===== src/rtl/data_mem_be_if.sv =====
// data_mem_be_if: request/response bus for the byte-enable data memory.
//   master drives req, memRead, memWrite, address, writeData, byteEn;
//   slave drives ready, readData, readValid, err.
interface data_mem_be_if #(
    parameter int DATA_WIDTH = 32,
    parameter int ADDR_WIDTH = 5
);
    logic                    req;
    logic                    memRead;
    logic                    memWrite;
    logic [ADDR_WIDTH-1:0]   address;
    logic [DATA_WIDTH-1:0]   writeData;
    logic [DATA_WIDTH/8-1:0] byteEn;
    logic                    ready;
    logic [DATA_WIDTH-1:0]   readData;
    logic                    readValid;
    logic                    err;

    modport master (
        output req, memRead, memWrite, address, writeData, byteEn,
        input  ready, readData, readValid, err
    );

    modport slave (
        input  req, memRead, memWrite, address, writeData, byteEn,
        output ready, readData, readValid, err
    );
endinterface


===== src/rtl/data_mem_be.sv =====
// data_mem_be: word memory with per-byte write enables, self-clearing after reset.
//   CLK  clock, RST asynchronous active-high reset
//   bus  slave side of data_mem_be_if (request in, ready/readData/readValid/err out)
module data_mem_be #(
    parameter int DATA_WIDTH = 32,
    parameter int ADDR_WIDTH = 5,
    parameter int DEPTH      = 32
) (
    input logic         CLK,
    input logic         RST,
    data_mem_be_if.slave bus
);
    localparam int NB = DATA_WIDTH / 8;
    localparam logic [0:0] INIT = 1'b0;
    localparam logic [0:0] IDLE = 1'b1;
    localparam logic [ADDR_WIDTH-1:0] LAST = ADDR_WIDTH'(DEPTH - 1);

    logic [0:0]            state;
    logic [ADDR_WIDTH-1:0] clearIdx;
    logic [DATA_WIDTH-1:0] mem [DEPTH];
    logic                  accept;
    logic                  inRange;
    logic                  doRead;
    logic                  doWrite;

    assign bus.ready = state == IDLE;
    assign accept    = bus.req && bus.ready;
    // Extra top bit so DEPTH == 2**ADDR_WIDTH still compares correctly.
    assign inRange   = {1'b0, bus.address} < (ADDR_WIDTH + 1)'(DEPTH);
    assign doRead    = accept && bus.memRead;
    assign doWrite   = accept && bus.memWrite && !bus.memRead;

    always_ff @(posedge CLK or posedge RST) begin
        if (RST) begin
            state         <= INIT;
            clearIdx      <= '0;
            bus.readData  <= '0;
            bus.readValid <= 1'b0;
            bus.err       <= 1'b0;
        end else begin
            bus.readValid <= doRead && inRange;
            bus.err       <= (doRead || doWrite) && !inRange;
            if (doRead && inRange)
                bus.readData <= mem[bus.address];
            if (state == INIT) begin
                clearIdx <= clearIdx == LAST ? '0 : clearIdx + 1'b1;
                state    <= clearIdx == LAST ? IDLE : INIT;
            end
        end
    end

    // Storage has no reset of its own; INIT sweeps it to zero one word per cycle.
    always_ff @(posedge CLK) begin
        if (state == INIT)
            mem[clearIdx] <= '0;
        else if (doWrite && inRange)
            for (int i = 0; i < NB; i++)
                if (bus.byteEn[i])
                    mem[bus.address][8*i +: 8] <= bus.writeData[8*i +: 8];
    end
endmodule

===== src/flat_wrapper.sv =====
// flat-port wrapper written by rule: the top's interface ports become plain ports
module data_mem_be_flat 
#(
    parameter int DATA_WIDTH = 32,
    parameter int ADDR_WIDTH = 5,
    parameter int DEPTH      = 32
)
  (CLK, RST, bus_req, bus_memRead, bus_memWrite, bus_address, bus_writeData, bus_byteEn, bus_ready, bus_readData, bus_readValid, bus_err);
  data_mem_be_if #(.DATA_WIDTH(DATA_WIDTH), .ADDR_WIDTH(ADDR_WIDTH)) bus_i ();
  input logic CLK;
  input logic RST;
  input wire logic [$bits(bus_i.req)-1:0] bus_req;
  input wire logic [$bits(bus_i.memRead)-1:0] bus_memRead;
  input wire logic [$bits(bus_i.memWrite)-1:0] bus_memWrite;
  input wire logic [$bits(bus_i.address)-1:0] bus_address;
  input wire logic [$bits(bus_i.writeData)-1:0] bus_writeData;
  input wire logic [$bits(bus_i.byteEn)-1:0] bus_byteEn;
  output wire logic [$bits(bus_i.ready)-1:0] bus_ready;
  output wire logic [$bits(bus_i.readData)-1:0] bus_readData;
  output wire logic [$bits(bus_i.readValid)-1:0] bus_readValid;
  output wire logic [$bits(bus_i.err)-1:0] bus_err;
  assign bus_i.req = bus_req;
  assign bus_i.memRead = bus_memRead;
  assign bus_i.memWrite = bus_memWrite;
  assign bus_i.address = bus_address;
  assign bus_i.writeData = bus_writeData;
  assign bus_i.byteEn = bus_byteEn;
  assign bus_ready = bus_i.ready;
  assign bus_readData = bus_i.readData;
  assign bus_readValid = bus_i.readValid;
  assign bus_err = bus_i.err;
  data_mem_be #(.DATA_WIDTH(DATA_WIDTH), .ADDR_WIDTH(ADDR_WIDTH), .DEPTH(DEPTH)) u_core (.CLK(CLK), .RST(RST), .bus(bus_i));
endmodule

===== config.mk =====
export PLATFORM = sky130hd
export DESIGN_NAME = data_mem_be_flat
export DESIGN_NICKNAME = d
export VERILOG_FILES = /design/src/rtl/data_mem_be_if.sv /design/src/rtl/data_mem_be.sv /design/src/flat_wrapper.sv
export SDC_FILE = /design/constraint.sdc
export NUM_CORES = 1
export LEC_CHECK = 0
export BUFFER_PORTS_ARGS = -buffer_cell sky130_fd_sc_hd__buf_2
export CORE_AREA = 2 2 314 254
export DETAILED_ROUTE_END_ITERATION = 16
export DIE_AREA = 0 0 316 256
export PLACE_DENSITY = 0.79
export SYNTH_ARGS = -nofsm -noshare
export SYNTH_HDL_FRONTEND = slang
export SYNTH_SLANG_ARGS = --single-unit
export TNS_END_PERCENT = 50

===== constraint.sdc =====
create_clock -name CLK -period 4.2 [get_ports CLK]
set_input_delay 0.21 -clock CLK [delete_from_list [all_inputs] [get_ports CLK]]
set_output_delay 0.21 -clock CLK [all_outputs]
set_load 0.05 [all_outputs]

== After elaboration in Yosys (flattened, before gate mapping) ==
Memories as Yosys holds them, arrays and structs flattened. A register that Yosys moved wholly into a read port is not among the register bits.
Index checks and enable logic that the tools add are counted.
Word-level totals
  memory bits (writable): 1024
  memories: 1
  bits in registers: 7
  output and inout bits: 35
  word-level logic and storage cells: 35
Operators by class
  reduce and logical (&&, ||, !) cells: 6
  multiplexer cells: 23
  eq/ne operators: 1
  add/sub/neg operators: 1
Memory list
  u_core.mem: words 32, width 32, rd ports 1, clocked after Yosys merged registers in 1, wr ports 1, line data_mem_be.sv:20  | logic [DATA_WIDTH-1:0] mem [DEPTH];
Operator list (count)
  two-way mux 32 bit: 1
  OR reduction 32 bit: 1
  two-way mux 1 bit: 19
  two-way mux 5 bit: 2
  adder 5 x 1 -> 5 bit (second input constant): 1
  equality test 5 bit (second input constant): 1
  logical AND 1 bit: 4
  two-way mux 4 bit: 1
  logical NOT 1 bit: 1

== Longest topological paths before layout ==
  word-level depth: 8
  gate-level depth with buffers: 9
  gate-level depth less buffers: 6

== Least setup slack after synthesis ==
Ideal clock, no wire load.
  kind: reg2reg
  start point: register u_core.state (netlist: u_core.bus.ready)
  end point: memory u_core.mem[12][0], enable pin
  buffers on the path: 2
  data required time: 3.830 ns
  stages on the path, launching flop included: 8
  period minus slack after synthesis: 2.655 ns
  setup time: 0.370 ns
  slack: 1.545 ns
  arrival: 2.285 ns
  cells stage by stage: dfrtp_1 > and4b_1 > o41a_2 > buf_4 > mux2i_2 > nand2_1 > buf_2 > nor2_1
Between the ends
  longest elaborated chain between the ends: 8
  elaborated cells between the ends (all ways): 19
Ends and longest elaborated chain
  start, declared: line data_mem_be.sv:18  | logic [0:0] state;
  start signal, assigned: line data_mem_be.sv:47  | state <= clearIdx == LAST ? IDLE : INIT;
  logical AND 1 bit: line data_mem_be.sv:27  | assign accept = bus.req && bus.ready;
  logical AND 1 bit (2 in a row): line data_mem_be.sv:31  | assign doWrite = accept && bus.memWrite && !bus.memRead;
  two-way mux 1 bit: line data_mem_be.sv:56  | else if (doWrite && inRange)
  two-way mux 1 bit: line data_mem_be.sv:54  | if (state == INIT)
  two-way mux 1 bit (not written as such): line data_mem_be.sv:59  | mem[bus.address][8*i +: 8] <= bus.writeData[8*i +: 8];
  OR reduction 32 bit (no source line)
  two-way mux 5 bit (no source line) / two-way mux 4 bit (equally long branches)
  end, declared: line data_mem_be.sv:20
Parallel ways exist; a longest one is shown, timed or not.

== Final worst setup path ==
  start point: register u_core.state (netlist: u_core.bus.ready)
  end point: memory u_core.mem[11][7], enable pin
Same word-level chain as after synthesis.

==> results.tsv <==
metric	value	unit
outcome	complete, no violations	
synthTopCellsByArea	edfxtp_1 72%, mux2i_1 12%, dfrtp_1 2.3%	
synthesis.area	42500	um2
dieWidth	316	um
std_cell_rows	92	
hold_class	primary input to register	
rsz0062_at_grt	false	
gr-usage-met3	5.94	%
worstHoldStart	bus_writeData[20]	
critPathLaunchType	register	
drive_gt1_share	14.4	%
min_period_over_period	91.4	%
cts_tree	done	
async_flop_share	3.67	%
yosysTopAreaCellShare	72.3	%
drc	0	
clk_pin_slew	0.06	ns
clk_path_buf_depth	3	
syn_inst	2401	
wire_per_inst	28.6	um
dp_hpwl	62900	um
fp.coreArea	77900	um2
rrSetupSlack	0.36	ns
finalHoldViolations	0	
vias	23200	
die_h	256	um
r2r_end	u_core.mem[11][7]	
r2r-start	u_core.bus.ready	
synthFlopType	edfxtp_1	
required	4.49	ns
r2r_cells	5	
htreeDepth	3	
met1_usage	37.4	%
synth.yosys.warnings	0	
port_buffers	79	
crit_chain	and4b_1 > o41a_2 > mux2i_2 > nand2_1 > nor2_1	
grt_max_degree	97	
fin_nets	2542	
relSlewSlack	16.4	%
fmax	0.260	GHz
fin_setup_tns	0	ns
placed_area	44000	um2
slew_violations	0	
hold_depth	2	
vias_per_cell	6.44	
critPathArrivalTime	4.13	ns
seq_area_frac_synth	74.6	%
grt_use_met2	37.8	%
slowest_stage	nor2_1	
grt_pass1_wl	151000	um
yosys.area.top_type	edfxtp_1	
place.gp.congestion	0.912	
dieArea	80900	um2
cp_max_fo	40	
crit_type	register to register	
vdd_drop_max	0.312	mV
io_pins	81	
top_usage_layer	met2	
finClkSkew	0.0231	ns
final_area	47000	um2
drt_first_iter_violations	3441	
cellLeakagePower	18.4	nW
regArea	31700	um2
multiInputGateArea	9910	um2
grtUsageTotal	25.4	%
ys_types	41	
crit_path_start	u_core.bus.ready	
power_density	452	nW/um2
synth_seq_cells	1063	
period_needed	3.84	ns
endpoint_kind	register	
grt_pass1_vias	22800	
worstMarginPinSlew	1.25	ns
post_cts_buffers	0	
cts.sinks	1063	
synth_nets	2449	
min_to	u_core.mem[9][20]	
dr.pass1.iters	5	
setup_viol	0	
antenna_found_initial	4	
area_growth	10.4	%
clk_latency	0.66	ns
max_cap_violations	0	
synth_edf_count	1024	
clock-root-buffer	clkbuf_16	
wirelength	103000	um
syn-mean-instance-area	17.7	um2
cts_buffers	93	
grt_overflow	0	
start_util	54.6	%
crit_path_max_incr_delay	0.84	ns
ant_nets	0	
fill_cells	5378	
## what timing repair did
action	CTS	global route
endpoints found under the hold margin	39	0
hold buffers	1	0
resized for setup	0	0
## worst max-delay path by stage
stage | endpoint | slack, ns | cells past startpoint
4_1_cts | u_core.mem[11][5] | 0.48 | 5
5_1_grt | u_core.mem[11][5] | 0.23 | 5
3_3_place_gp | u_core.mem[11][2] | 0.69 | 6
6_report | u_core.mem[11][7] | 0.36 | 5
3_5_place_dp | u_core.mem[11][4] | 0.47 | 6
2_1_floorplan | u_core.mem[12][0] | 1.55 | 7
## critical path: cells and delay by family, from the launching register on
| family | cells | cell delay [ns] |
|---|---|---|
| AO/OA/AOI/OAI | 1 | 0.70 |
| multiplexers | 1 | 0.44 |
| AND/OR/NAND/NOR | 3 | 1.96 |
| flip-flops | 1 | 0.36 |
## per-stage QoR
stage | std cells | util, % | setup WS, ns | total power [mW] | hold WS (ns)
6_report | 3608 | 60.3 | 0.360 | 21.2 | 0.0988
5_1_grt | 3607 | 60.3 | 0.234 | 21.7 | 0.0919
4_1_cts | 3606 | 60.3 | 0.485 | 21.3 | 0.0746
3_5_place_dp | 3432 | 56.5 | 0.470 | 13.1 | 0.461
3_3_place_gp | 3432 | 56.5 | 0.688 | 13.1 | 0.436
2_1_floorplan | 2401 | - | 1.55 | 12.7 | 0.415
## cells in the final DEF (no fill, tap or decap), drive strengths merged, types with 10 or more instances in the layout
master	count
nor2	133
edfxtp	1024
nand2	52
clkinv	34
o22ai	32
a221oi	64
a22oi	128
o41ai	32
buf	154
dfrtp	39
a21oi	65
mux2i	513
clkbuf	124
and2	33
a22o	64
a31oi	10
## flip-flops by register name (all words and copies together) (netlist names)
name	cells
u_core.clearIdx	5
u_core.bus.readValid	1
u_core.mem	1024
u_core.bus.ready	1
u_core.bus.readData	32
## power by group
part	switching (mW)	total, mW	internal (mW)
clock network	3.68	8.31	4.63
registers	0.0527	11.6	11.6
logic	0.869	1.27	0.405
total	4.60	21.2	16.6
## metal layers
metal | share of wire, % | vias to the layer above | wire length (um)
li1 | - | 9835 | -
met1 | 41 | 11600 | 41900
met2 | 45 | 1570 | 46400
met3 | 11 | 204 | 11800
met4 | 3.1 | 4 | 3200
met5 | 0.024 | - | 25
## final cells by class
| cell class | count | area share, % |
|---|---|---|
| flip-flops and latches | 1063 | 67.6 |
| multi-input cells | 1179 | 21.1 |
| repair buffers | 155 | 2.32 |
| clock buffers | 124 | 5.33 |
| inverters | 2 | 0.0160 |
| diodes | 2 | 0.0107 |
| well taps | 1034 | 2.75 |
| clock inverters | 49 | 0.916 |
## kinds of logic after synthesis
logic type,Yosys count,synth area share [%]
flip-flops,1063,74.6
multiplexers,516,12.2
AO/OA/AOI/OAI,407,8.35
AND/OR/NAND/NOR,253,2.62
buffers and inverters,159,2.22
adder cells (fa/ha/maj),2,0.0588
other,1,0.00882
## cells in the mapped netlist, types with 22 or more instances
library cell,count
mux2i_1,512
a221oi_2,42
a22o_1,64
buf_2,31
dfrtp_1,39
edfxtp_1,1024
a221oi_1,22
buf_4,38
clkbuf_1,55
a21oi_1,65
o22ai_1,32
and2_1,33
o41ai_2,32
nor2_1,133
a22oi_1,128
nand2_1,52
Power figures use the tool's default switching activity.
